**src/rtl/universal_full_adder_nand_overflow_bit.sv**
```systemverilog
// nand2: single 2-input NAND, the only logic primitive used by the adder.
// Latency: combinational.
// Backpressure: none.
module nand2 (
    input  logic a,
    input  logic b,
    output logic y
);
    assign y = ~(a & b);
endmodule

// nand_full_adder_bit: one full-adder bit built from nine NAND2 gates.
// Latency: combinational.
// Backpressure: none.
module nand_full_adder_bit (
    input  logic a,
    input  logic b,
    input  logic c,
    output logic s,
    output logic co
);
    logic n1, n2, n3, x, n5, n6, n7;

    // First half adder: x = a ^ b, with n1 reused for the carry term.
    nand2 u_n1 (.a(a),  .b(b),  .y(n1));
    nand2 u_n2 (.a(a),  .b(n1), .y(n2));
    nand2 u_n3 (.a(b),  .b(n1), .y(n3));
    nand2 u_x  (.a(n2), .b(n3), .y(x));

    // Second half adder: s = x ^ c; carry combines both half-adder terms.
    nand2 u_n5 (.a(x),  .b(c),  .y(n5));
    nand2 u_n6 (.a(x),  .b(n5), .y(n6));
    nand2 u_n7 (.a(c),  .b(n5), .y(n7));
    nand2 u_s  (.a(n6), .b(n7), .y(s));
    nand2 u_co (.a(n1), .b(n5), .y(co));
endmodule

```
**src/rtl/universal_full_adder_nand_overflow.sv**
```systemverilog
// Ripple-carry adder from NAND2 cells with carry-out and signed overflow.
// Latency: 1 cycle when REG_OUT=1, combinational when REG_OUT=0.
// Backpressure: none; a result is produced every cycle.
module universal_full_adder_nand_overflow #(
    parameter int WIDTH   = 1,
    parameter bit REG_OUT = 1'b1
) (
    input  logic             clk,
    input  logic             rst_n,
    input  logic [WIDTH-1:0] A,
    input  logic [WIDTH-1:0] B,
    input  logic             Cin,
    output logic [WIDTH-1:0] Sum,
    output logic             Cout,
    output logic             Overflow
);
    localparam logic [WIDTH-1:0] SUM_RST = '0;

    logic [WIDTH:0]   c;
    logic [WIDTH-1:0] sum_d;
    logic             ovf_d;
    logic             x1, x2, x3;

    assign c[0] = Cin;

    for (genvar i = 0; i < WIDTH; i++) begin : g_bit
        nand_full_adder_bit u_fa (
            .a  (A[i]),
            .b  (B[i]),
            .c  (c[i]),
            .s  (sum_d[i]),
            .co (c[i+1])
        );
    end

    // Overflow is carry-in XOR carry-out of the MSB, again only NAND2.
    nand2 u_x1  (.a(c[WIDTH-1]), .b(c[WIDTH]), .y(x1));
    nand2 u_x2  (.a(c[WIDTH-1]), .b(x1),       .y(x2));
    nand2 u_x3  (.a(c[WIDTH]),   .b(x1),       .y(x3));
    nand2 u_ovf (.a(x2),         .b(x3),       .y(ovf_d));

    if (REG_OUT) begin : g_reg
        always_ff @(posedge clk or negedge rst_n) begin
            if (!rst_n) begin
                Sum      <= SUM_RST;
                Cout     <= 1'b0;
                Overflow <= 1'b0;
            end else begin
                Sum      <= sum_d;
                Cout     <= c[WIDTH];
                Overflow <= ovf_d;
            end
        end
    end else begin : g_comb
        assign Sum      = sum_d;
        assign Cout     = c[WIDTH];
        assign Overflow = ovf_d;
    end
endmodule

```
**config.mk**
```make
export PLATFORM = sky130hd
export DESIGN_NAME = universal_full_adder_nand_overflow
export DESIGN_NICKNAME = d
export VERILOG_FILES = /design/src/rtl/universal_full_adder_nand_overflow_bit.sv /design/src/rtl/universal_full_adder_nand_overflow.sv
export SDC_FILE = /design/constraint.sdc
export NUM_CORES = 1
export LEC_CHECK = 0
export ABC_AREA = 1
export CORE_AREA = 2 2 39 41
export CTS_BUF_LIST = sky130_fd_sc_hd__clkbuf_2 sky130_fd_sc_hd__clkbuf_4 sky130_fd_sc_hd__clkbuf_8
export DETAILED_ROUTE_END_ITERATION = 12
export DIE_AREA = 0 0 41 43
export PLACE_DENSITY_LB_ADDON = 0.05
export SLEW_MARGIN = 20
export SYNTH_ARGS = -nofsm -noshare
export SYNTH_HDL_FRONTEND = slang
export SYNTH_SLANG_ARGS = --single-unit
```
**constraint.sdc**
```tcl
create_clock -name clk -period 0.8 [get_ports clk]
set_input_delay 0.08 -clock clk [delete_from_list [all_inputs] [get_ports clk]]
set_output_delay 0.08 -clock clk [all_outputs]
set_load 0.01 [all_outputs]
```
### After elaboration in Yosys (flattened, before gate mapping)

Cells that the tools add are included.
Widths: inputs -> output; s select.

| storage, ports and cells | value |
|---|---|
| bits in registers | 3 |

| operators by class | value |
|---|---|
| bitwise logic cells | 26 |

Operators by type and width:

| kind | number |
|---|---|
| $and 1x1->1 | 13 |
| $not 1->1 | 13 |

### Logic depth before layout (Yosys ltp)

Gate-level depths: netlist of the first run.

| logic depth | value |
|---|---|
| depth after elaboration | 16 |
| depth in mapped cells | 4 |

### Cells and area by module

From an unflattened synthesis of the first run, not the netlist that was laid out.

| unflattened totals | value |
|---|---|
| cell total of the unflattened synthesis | 16 |
| area, all modules | 123.9 um^2 |

Modules (own cells, without submodules):

| module | times used | cells an instance | area an instance (um^2) |
|---|---|---|---|
| universal_full_adder_nand_overflow | 1 | 3 | 75.1 |
| nand2 | 13 | 1 | 3.8 |

### Worst setup path before layout of the first run

OpenSTA, ideal clock, no wires.

| timing | value |
|---|---|
| kind | input port to flip-flop |
| from | in A |
| to | reg Overflow |
| buffers on the path | 0 |
| cell stages on the path | 3 |
| arrival | 632 ps |
| required time | 684 ps |
| setup slack | 52 ps |
| path through | fa_1 nand2_1 nand2_1 |

| on the way | value |
|---|---|
| cells in the longest elaborated chain, start to end | 16 |
| elaborated cells on any way between the ends | 20 |

RTL lines:

| element | line | RTL |
|---|---|---|
| start: declaration | universal_full_adder_nand_overflow.sv:10 | `input logic [WIDTH-1:0] A,` |
| $and 1x1->1 | universal_full_adder_nand_overflow_bit.sv:9 | `assign y = ~(a & b);` |
| $not 1->1 | universal_full_adder_nand_overflow_bit.sv:9 |  |
| $and 1x1->1 | universal_full_adder_nand_overflow_bit.sv:9 |  |
| $not 1->1 | universal_full_adder_nand_overflow_bit.sv:9 |  |
| $and 1x1->1 | universal_full_adder_nand_overflow_bit.sv:9 |  |
| $not 1->1 | universal_full_adder_nand_overflow_bit.sv:9 |  |
| $and 1x1->1 | universal_full_adder_nand_overflow_bit.sv:9 |  |
| $not 1->1 | universal_full_adder_nand_overflow_bit.sv:9 |  |
| $and 1x1->1 (*) | universal_full_adder_nand_overflow_bit.sv:9 |  |
| $not 1->1 (*) | universal_full_adder_nand_overflow_bit.sv:9 |  |
| $and 1x1->1 | universal_full_adder_nand_overflow_bit.sv:9 |  |
| $not 1->1 | universal_full_adder_nand_overflow_bit.sv:9 |  |
| $and 1x1->1 | universal_full_adder_nand_overflow_bit.sv:9 |  |
| $not 1->1 | universal_full_adder_nand_overflow_bit.sv:9 |  |
| $and 1x1->1 (*) | universal_full_adder_nand_overflow_bit.sv:9 |  |
| $not 1->1 (*) | universal_full_adder_nand_overflow_bit.sv:9 |  |
| named net ovf_d | universal_full_adder_nand_overflow.sv:21 | `logic ovf_d;` |
| end signal: assignment | universal_full_adder_nand_overflow.sv:51 | `Overflow <= ovf_d;` |
| end: declaration | universal_full_adder_nand_overflow.sv:15 | `output logic Overflow` |

The timed path passes the listed nets; every way through them passes the cells marked *.

### Worst setup path after layout of the first run

| timing | value |
|---|---|
| from | reg Cout |
| to | out Cout |

RTL lines:

| element | line | RTL |
|---|---|---|
| start: declaration | universal_full_adder_nand_overflow.sv:14 | `output logic Cout,` |
| start signal: assignment | universal_full_adder_nand_overflow.sv:50 | `Cout <= c[WIDTH];` |

No word-level cell between the ends.

==> impl_metrics.json, run 1 <==
{
  "synth_flop_cell": "dfrtp_1",
  "max_cap_viol_count": 0,
  "vdd_drop_max_v": 0.000354,
  "grt_pass1_wl_um": 282,
  "antenna_left": 0,
  "rows": 14,
  "grt-ovfl-total": 0,
  "crit_slowest_cell": "dfrtp_1",
  "cp.arrival_ns": 0.71,
  "yosysSeqAreaShare": 0.659,
  "synth_top_cell_area_share": 0.659,
  "place.gp.congestion": 0.573,
  "dp_hpwl_um": 192,
  "critPathLaunch": "Cout",
  "slowest_delay_ns": 0.35,
  "drive_gt1_frac": 0.429,
  "nets": 28,
  "yosysWarnings": 0,
  "die_area_mm2": 0.00176,
  "cellPowerDensity_mw_per_mm2": 2380,
  "cts_buffer_depth": 2,
  "rsz0062_at_grt": "yes",
  "cts_tree": "built",
  "first_iter_violations": 0,
  "cts_buffers": 3,
  "leakagePower_nw": 0.116,
  "io_buffer_count": 7,
  "yosysTopAreaCell": "dfrtp_1",
  "wirelength_um": 248,
  "cts_root_buf": "clkbuf_4",
  "wl_per_cell_um": 6.70,
  "slew_violations": 0,
  "placedCellCount": 33,
  "critPathRequiredTime_ns": 0.72,
  "routed_via_density": 2.51,
  "stdcell_count": 37,
  "synth.area.top_cells": "dfrtp_1 (66%), fa_1 (18%), nand2_1 (9.9%)",
  "fillers": 153,
  "dr_total_vias": 93,
  "worst_slack_ns": 0.00916,
  "track_usage": 0.0352,
  "antenna_found_initial": 0,
  "worstMarginPinSlew_ns": 0.145,
  "synth_cell_type_count": 4,
  "numClockSinks": 3,
  "p_seq_frac": 0.320,
  "synthArstFlopShare": 1.00,
  "place_area_um2": 211,
  "multi_input_comb_area_um2": 33.8,
  "fin_area_um2": 225,
  "initial_core_util": 0.0823,
  "setup_violations": 0,
  "cp_num_buf_inv": 1,
  "antenna_cells": 0,
  "period_share": 0.989,
  "die_y_um": 43,
  "drt_pass1_iterations": 1,
  "cts-htree-levels": 1,
  "grt_pass1_vias": 83,
  "synth_edf_count": 0,
  "crit_fanout": 1,
  "cp_top_family": "flip-flops",
  "critPathLaunchType": "register",
  "ys_ff_latch": 3,
  "finalPower_w": 0.000536,
  "setup.worst_path.class": "register to output pin",
  "synth_nets": 15,
  "grt_max_degree": 4,
  "postCtsSetupBuffers": 0,
  "yosys-top-cells-count": "dfrtp_1 (3), nand2_1 (3), inv_1 (2)",
  "p_clk_frac": 0.554,
  "io_pins": 8,
  "path_cells": "buf_2",
  "core_area_mm2": 0.00138,
  "syn2layout_area_growth_pct": 97.8,
  "syn-cell-area_um2": 114,
  "clk_pin_slew_ns": 0.04,
  "drcViolationCount": 0,
  "p_switching_w": 0.000112,
  "min_path_type": "primary input to async pin",
  "fin_crit_ns": 0.791,
  "internal-power_w": 0.000424,
  "swShare": 0.208,
  "whs_ns": 0.0333,
  "combPwrFrac": 0.126,
  "relSlewSlack": 0.903,
  "cp-end-kind": "output pin",
  "fmax_mhz": 1260,
  "status": "finished, final reports clean",
  "syn_area_per_cell_um2": 12.7,
  "syn_inst": 9,
  "die_x_um": 41,
  "post-place-ws_ns": -0.456,
  "seqCellArea_um2": 75.1,
  "hold_viol": 0
}
routing by layer:
layer	share of wire	wire length, µm	GRT usage	vias to the layer above
met5	0	0	0	-
met4	0	0	0.120	0
met3	0.14	35	0	0
met2	0.50	124	0.0250	7
met1	0.35	87	0.0292	38
li1	-	-	-	48
repair_timing:
item,CTS,global route
resized for setup,16,0
setup endpoints to repair,6,3
hold buffers,0,0
pin swaps,1,0
flip-flops by register name, indices dropped and copies added (netlist names):
name	cells
Overflow	1
Cout	1
Sum	1
power by group through the flow:
stage	Combinational [W]	Clock [W]	Sequential, W
6_report	0.0000673	0.000297	0.000172
5_1_grt	0.0000747	0.000331	0.000173
4_1_cts	0.0000697	0.000313	0.000172
3_5_place_dp	0.0000892	0	0.000174
3_3_place_gp	0.0000885	0	0.000174
2_1_floorplan	0.0000133	0	0.000184
layout by cell type (no fill, tap or decap):
cell             instances
fa_2                     1
inv_1                    2
clkbuf_4                 4
nand2_1                  3
clkdlybuf4s50_1          1
dlygate4sd2_1            3
buf_2                    3
buf_4                    1
dfrtp_1                  3
metrics by stage:
step / setup TNS, ns / utilization
5_1_grt: -0.0495 / 0.163
6_report: 0 / 0.163
4_1_cts: -0.00997 / 0.163
3_5_place_dp: -1.47 / 0.153
2_1_floorplan: 0 / -
3_3_place_gp: -1.44 / 0.153
worst max path at each step:
| stage | to | slack, ns | cells past startpoint |
|---|---|---|---|
| floorplan | Overflow | 0.05 | 3 |
| global placement | Overflow | -0.44 | 4 |
| detailed placement | Overflow | -0.46 | 4 |
| CTS | Cout | -0.007 | 1 |
| global route | Sum | -0.02 | 1 |
| finish | Cout | 0.009 | 1 |
final cells by class:
| type | count | share of cell area |
|---|---|---|
| Tap cell | 16 | 0.0889 |
| Timing Repair Buffer | 8 | 0.261 |
| Clock buffer | 4 | 0.133 |
| Multi-Input combinational cell | 4 | 0.150 |
| Inverter | 2 | 0.0333 |
| Sequential cell | 3 | 0.333 |
logic make-up (layout without fill, tap and decap cells):
group,after synthesis,count (layout),share of synthesized area
flip-flops,3,3,0.659
AND/OR/NAND/NOR,3,3,0.0989
buffers and inverters,2,14,0.0660
adder cells (fa/ha/maj),1,1,0.176
No activity file was read; power rests on OpenSTA's default activity.
==> run 2: changes to the inputs <==
--- a/config.mk
+++ b/config.mk
@@ -6,10 +6,11 @@
 export NUM_CORES = 1
 export LEC_CHECK = 0
 export ABC_AREA = 1
-export CORE_AREA = 2 2 39 41
+export CORE_AREA = 5 5 42 44
 export CTS_BUF_LIST = sky130_fd_sc_hd__clkbuf_2 sky130_fd_sc_hd__clkbuf_4 sky130_fd_sc_hd__clkbuf_8
 export DETAILED_ROUTE_END_ITERATION = 12
-export DIE_AREA = 0 0 41 43
+export DIE_AREA = 0 0 47 49
+export DONT_BUFFER_PORTS = 1
 export PLACE_DENSITY_LB_ADDON = 0.05
 export SLEW_MARGIN = 20
 export SYNTH_ARGS = -nofsm -noshare
==> run 2 against run 1 <==
- setup slack better by 0.079 ns
- first-iteration DRC count unchanged
- flip-flop and latch count unchanged
- combinational power down 57%
- global-route usage up 0.15 points
- count of clock-buffer cells in the layout unchanged
- worst hold slack worse by 0.0022 ns
- critical endpoint unchanged
- largest power group unchanged
==> impl_metrics.json, run 2 (synthesis gave the netlist of run 1 again) <==
{
  "status": "finished, final reports clean",
  "setup_violations": 0,
  "fin_util": 0.131,
  "critPathRequiredTime_ns": 0.72,
  "stdcell_count": 31,
  "cellPowerDensity_mw_per_mm2": 2810,
  "relSlewSlack": 0.906,
  "max_cap_viol_count": 0,
  "setup.worst_path.class": "register to output pin",
  "grt_max_degree": 4,
  "antenna_cells": 0,
  "worstMarginPinSlew_ns": 0.140,
  "final_cell_mix": "clkbuf_4 (4), dfrtp_1 (3), nand2_1 (3), inv_1 (2), dlygate4sd3_1 (2)",
  "cp.arrival_ns": 0.63,
  "dp_hpwl_um": 199,
  "slew_violations": 0,
  "fin_area_um2": 184,
  "initial_core_util": 0.0812,
  "drt_pass1_iterations": 1,
  "cts_hold_buf": 2,
  "place_area_um2": 134,
  "fin_crit_ns": 0.711,
  "critPathLaunchType": "register",
  "syn2layout_area_growth_pct": 61.5,
  "leakagePower_nw": 0.0888,
  "period_share": 0.889,
  "io_buffer_count": 0,
  "nets": 22,
  "fmax_mhz": 1410,
  "finalPower_w": 0.000517,
  "crit_fanout": 1,
  "cts_root_buf": "clkbuf_4",
  "die_x_um": 47,
  "first_iter_violations": 0,
  "clk_pin_slew_ns": 0.04,
  "cp-end-kind": "output pin",
  "cts-htree-levels": 1,
  "rows": 14,
  "reg.largest.list": "Cout: 1 flops, Overflow: 1 flops, Sum: 1 flops",
  "wl_per_cell_um": 8.68,
  "drcViolationCount": 0,
  "routed_via_density": 2.68,
  "postCtsSetupBuffers": 0,
  "vdd_drop_max_v": 0.000315,
  "io_pins": 8,
  "place.gp.congestion": 0.604,
  "grt_pass1_vias": 109,
  "rsz0062_at_grt": "no",
  "numClockSinks": 3,
  "post-place-ws_ns": -0.00185,
  "track_usage": 0.0367,
  "die_area_mm2": 0.00230,
  "core_area_mm2": 0.00140,
  "cts_buffer_depth": 2,
  "final_common_cell": "clkbuf_4",
  "grt-ovfl-total": 0,
  "hold_viol": 0,
  "wirelength_um": 269,
  "cts_buffers": 3,
  "cts_tree": "built",
  "die_y_um": 49,
  "drive_gt1_frac": 0.267,
  "dr_total_vias": 83,
  "grt_pass1_wl_um": 427,
  "placedCellCount": 25,
  "worst_slack_ns": 0.0886,
  "antenna_found_initial": 0,
  "antenna_left": 0,
  "min_path_type": "primary input to register",
  "post_cts_resized": 0
}
==> run 2: cell types whose count changed in the layout (fill, tap and decap cells not counted), sizes merged <==
| cell | change |
|---|---|
| clkdlybuf4s50 | -1 |
| dlygate4sd2 | -3 |
| dlygate4sd3 | +2 |
| buf | -4 |
==> run 2: worst paths after layout <==
kind                       startpoint  endpoint  slack [ns]  cells past startpoint
worst max-delay path             Cout      Cout        0.09                      0
worst min-delay path              Cin       Sum        0.03                      1
min in group asynchronous       rst_n      Cout        0.09                      1
max in group asynchronous       rst_n       Sum        0.56                      1
==> run 2: final cells by class <==
type | instances | area (µm²)
Timing Repair Buffer | 2 | 20.0
Multi-Input combinational cell | 4 | 31.3
Sequential cell | 3 | 75.1
Fill cell | 168 | 1220
Inverter | 2 | 7.51
Clock buffer | 4 | 30.0
Tap cell | 16 | 20.0
==> run 2: metrics by stage <==
stage	setup TNS [ns]	hold WS, ns
final	0	0.0311
after global routing	0	0.0217
after CTS	0	0.0168
after detailed placement	-0.00185	-0.215
after global placement	0	-0.215
after floorplan	0	-0.216
==> run 2: power by group <==
group	total, W	internal, W	switching (W)	leakage [nW]
Combinational	0.0000292	0.0000153	0.0000139	0.0351
Sequential	0.000185	0.000169	0.0000155	0.0353
Clock	0.000303	0.000221	0.0000819	0.0184
==> run 2: per-layer routing <==
layer	track usage	up-vias	share of wire
met3	0.0406	3	0.25
met5	0	-	0
met2	0.0204	11	0.24
met1	0.0311	33	0.40
li1	-	36	-
met4	0.0829	0	0.11
